===== config.mk =====
export PLATFORM = sky130hd
export DESIGN_NAME = wb_arbiter_2m_rr
export DESIGN_NICKNAME = d
export VERILOG_FILES = /design/src/rtl/wb_arbiter_2m_rr.sv
export SDC_FILE = /design/constraint.sdc
export NUM_CORES = 1
export LEC_CHECK = 0
export ABC_AREA = 0
export CAP_MARGIN = 20
export CORE_AREA = 2 2 104 106
export DETAILED_ROUTE_END_ITERATION = 8
export DIE_AREA = 0 0 106 108
export GPL_ROUTABILITY_DRIVEN = 0
export SLEW_MARGIN = 5
export SYNTH_ARGS = -nofsm -noshare
export SYNTH_HDL_FRONTEND = slang
export SYNTH_SLANG_ARGS = --single-unit
export TNS_END_PERCENT = 20

===== constraint.sdc =====
create_clock -name wb_clk -period 2.95 [get_ports wb_clk]
set_input_delay 0.885 -clock wb_clk [delete_from_list [all_inputs] [get_ports wb_clk]]
set_output_delay 0.885 -clock wb_clk [all_outputs]
set_load 0.05 [all_outputs]

===== src/rtl/wb_arbiter_2m_rr.sv =====
// wb_arbiter_2m_rr: two-master round-robin Wishbone arbiter with a bus-timeout watchdog
module wb_arbiter_2m_rr #(
  parameter int AWIDTH  = 16,
  parameter int TIMEOUT = 255,
  parameter int TWIDTH  = 8
) (
  input  logic              wb_clk,
  input  logic              wb_rst,
  input  logic              M0_cyc_i,
  input  logic              M0_stb_i,
  input  logic              M0_we_i,
  input  logic [3:0]        M0_sel_i,
  input  logic [AWIDTH-1:0] M0_adr_i,
  input  logic [31:0]       M0_dat_i,
  output logic [31:0]       M0_dat_o,
  output logic              M0_ack_o,
  output logic              M0_err_o,
  input  logic              M1_cyc_i,
  input  logic              M1_stb_i,
  input  logic              M1_we_i,
  input  logic [3:0]        M1_sel_i,
  input  logic [AWIDTH-1:0] M1_adr_i,
  input  logic [31:0]       M1_dat_i,
  output logic [31:0]       M1_dat_o,
  output logic              M1_ack_o,
  output logic              M1_err_o,
  output logic              S_cyc_o,
  output logic              S_stb_o,
  output logic              S_we_o,
  output logic [3:0]        S_sel_o,
  output logic [AWIDTH-1:0] S_adr_o,
  output logic [31:0]       S_dat_o,
  input  logic [31:0]       S_dat_i,
  input  logic              S_ack_i,
  output logic [1:0]        gnt_o,
  output logic              timeout_o
);
  typedef enum logic [1:0] {IDLE, GNT0, GNT1} state_t;
  state_t state, state_nxt;
  logic last_gnt;
  logic [TWIDTH-1:0] cnt;
  logic g0, g1, act, req_stb, expire;
  always_comb begin
    g0 = state == GNT0;
    g1 = state == GNT1;
    // dropping CYC releases the slave in the same cycle, before the FSM reacts
    act = (g0 & M0_cyc_i) | (g1 & M1_cyc_i);
    req_stb = act & (g0 ? M0_stb_i : M1_stb_i);
    expire = req_stb & ~S_ack_i & (cnt == TWIDTH'(TIMEOUT - 1));
    S_cyc_o = act & ~expire;
    S_stb_o = req_stb & ~expire;
    S_we_o = act & (g0 ? M0_we_i : M1_we_i);
    S_sel_o = act ? (g0 ? M0_sel_i : M1_sel_i) : '0;
    S_adr_o = act ? (g0 ? M0_adr_i : M1_adr_i) : '0;
    S_dat_o = act ? (g0 ? M0_dat_i : M1_dat_i) : '0;
    M0_dat_o = S_dat_i;
    M1_dat_o = S_dat_i;
    M0_ack_o = S_ack_i & M0_stb_i & g0;
    M1_ack_o = S_ack_i & M1_stb_i & g1;
    M0_err_o = expire & g0;
    M1_err_o = expire & g1;
    gnt_o = {g1, g0};
    timeout_o = expire;
    state_nxt = state;
    if (state == IDLE)
      state_nxt = (M0_cyc_i & (~M1_cyc_i | last_gnt)) ? GNT0 : M1_cyc_i ? GNT1 : IDLE;
    else if (~act | expire)
      state_nxt = IDLE;
  end
  always_ff @(posedge wb_clk) begin
    if (wb_rst) begin
      state <= IDLE;
      last_gnt <= 1'b1;
      cnt <= '0;
    end else begin
      state <= state_nxt;
      if (state == IDLE && state_nxt != IDLE) last_gnt <= state_nxt == GNT1;
      cnt <= (req_stb & ~S_ack_i & ~expire) ? cnt + 1'b1 : '0;
    end
  end
endmodule


==> impl_metrics.yaml <==
critical_path:
  required_ps: 2070
  arrival_ps: 2030
  startpoint_type: "input pin"
  crit_path_max_fanout: 3
  critPathCaptureType: "output port"
  crit_type: "in2out"
clock_tree:
  clk_path_buf_depth: 2
  clkSlewWorstSetupHoldPaths_ps: 50
  cts_buffers: 3
  clock_latency_ps: 230
  cts-root-buf: "clkbuf_8"
  htreeDepth: 1
  clock_sinks: 11
  cts_tree: "done"
place:
  dpl.hpwl_mm: 6.88
  dpl-instance-area_um2: 3260
  dp.cells: 552
  port_buffers: 174
yosys:
  synth.area.top_cells: "buf_4 28%, nand2_1 22%, a21oi_1 15%"
  ys_types: 33
  yosys.area.top_type_share: 0.276
  synthArstFlopShare: 0
  synthTopCellsByCount: "110 x nand2_1, 68 x buf_4, 57 x a21oi_1"
  synth.most_common_cell: "nand2_1"
  yosysTopAreaCell: "buf_4"
  syn_area_um2: 1850
  synth_nets: 460
  synth-seq-cells: 11
  synth_edf_count: 0
  yosys_warnings: 0
  netlist_instances: 313
  synth.avg_cell_area_um2: 5.91
  ys_seq_area_frac: 0.119
  synth_flop_cell: "dfxtp_1"
detailed_routing:
  drc: 0
  drt-vias-per-instance: 4.31
  wl_mm: 8.38
  dr.pass1.iters: 6
  wl_per_cell_um: 15.1
  final_antenna_net_count: 0
  via_count: 2401
  drt-initial-drc-count: 121
sta:
  hold_violations: 0
  worst-slew-pin-transition_ps: 504
  period_share: 0.989
  fin_worst_skew_ps: 3.12
  period_needed_ps: 2920
  drv_slew: 0
  finalSetupViolations: 0
  rsz0062_at_grt: "yes"
  max_freq_mhz: 343
  max_slew_margin: 0.664
pwr:
  ir_drop_mv: 0.125
  cellLeakagePower_nw: 1.48
  power.density_nw_per_um2: 270
  finalPower_uw: 902
global_route:
  grt_max_degree: 55
  grt_pass1_wl_mm: 12.4
  grt_usage: 0.134
  grt_overflow: 0
  grt_pass1_vias: 2379
  antenna_found_initial: 0
floorplanning:
  start_util: 0.181
  die_area_um2: 11400
  die_y_um: 108
  coreArea_um2: 10200
  boundaryPins: 271
  row_count: 37
  die_w_um: 106
hold_path:
  hp-class: "reg2reg"
job:
  cap_viol_max_count: 0
cells_and_area:
  drive_above_1_share: 0.216
  final_area_um2: 3340
  final_cell_count_no_fill: 557
  final_nets: 569
  area_growth_pct: 80.4
  fillCellCount: 1096
  antenna_cells: 0
outcome:
  status: "finished, final reports clean"
[sequential cells by signal, indices dropped and copies added, names as in the netlist]
| name | flops |
|---|---|
| last_gnt | 1 |
| state | 2 |
| cnt | 8 |
[worst max-delay path, cell delays in order]
cell           delay [ps]
dlygate4sd2_1         240
or4_4                 480
nor3b_4               250
buf_12                170
[routing by layer]
metal	up-vias	routed length, µm	part of all wire	global-route usage
met2	148	4250	0.51	0.242
met5	-	0	0	0
met4	0	77	0.0092	0.0263
met1	1072	3230	0.39	0.154
met3	10	824	0.098	0.0434
li1	1171	-	-	-
[worst paths after layout]
check	depth (start not counted)	slack [ps]	start	endpoint
setup / recovery	4	30	S_ack_i	M1_err_o
hold / removal	1	470	cnt[0]	cnt[0]
hold reg to reg	1	470	cnt[0]	cnt[0]
setup reg to reg	5	1500	state[1]	state[0]
[area by class of cell]
type	instances	area [µm²]	share of cell area
timing repair buffer	187	1810	0.542
multi-input combinational	215	1080	0.323
sequential	11	220	0.0660
tap	136	170	0.0510
inverter	4	15.0	0.00450
clock buffer	4	45.0	0.0135
[cells by family after synthesis]
| kind of cell | share of synthesized area |
|---|---|
| xor+xnor | 0.0142 |
| flops | 0.119 |
| mux | 0.00609 |
| compound gates | 0.196 |
| simple gates | 0.330 |
| fa+ha+maj | 0.0135 |
| buf+inv | 0.321 |
[power breakdown]
| part | total [mW] | switching (mW) | leakage, nW | internal [mW] |
|---|---|---|---|---|
| Combinational | 0.598 | 0.339 | 1.37 | 0.260 |
| Clock | 0.145 | 0.0503 | 0.0228 | 0.0943 |
| Sequential | 0.159 | 0.00607 | 0.0893 | 0.153 |
[cells in the final DEF (no fill, tap or decap), types with 2 or more instances in the layout]
| master | synthesis | layout |
|---|---|---|
| buf_12 | 0 | 10 |
| ha_1 | 2 | 2 |
| o21ai_0 | 3 | 3 |
| dfxtp_1 | 11 | 11 |
| nand2_1 | 110 | 110 |
| inv_1 | 3 | 3 |
| nand3_1 | 3 | 3 |
| clkbuf_8 | 0 | 3 |
| buf_4 | 68 | 64 |
| nor2b_1 | 2 | 2 |
| dlygate4sd2_1 | 0 | 5 |
| and3_1 | 2 | 2 |
| clkdlybuf4s50_1 | 0 | 107 |
| a21oi_1 | 57 | 56 |
| nor2_2 | 0 | 2 |
| xor2_1 | 2 | 2 |
| nor2_1 | 11 | 8 |
| or3_1 | 4 | 4 |
[per-stage QoR]
| step | TNS, ps | setup WS [ps] | hold slack [ps] | util |
|---|---|---|---|---|
| floorplan | -65.4 | -37.1 | 430 | - |
| global placement | -2610 | -225 | 444 | 0.318 |
| detailed placement | -4710 | -241 | 462 | 0.318 |
| CTS | 0 | 34.3 | 474 | 0.326 |
| global route | -0.614 | -0.614 | 495 | 0.326 |
| finish | 0 | 31.5 | 468 | 0.326 |
[repair_timing]
item,4_1_cts,5_1_grt
endpoints found under the setup margin,58,2
pin swaps,6,1
hold buffers,0,0
buffers inserted,1,0
gates resized for setup,13,1
No activity file was read; power rests on OpenSTA's default activity.
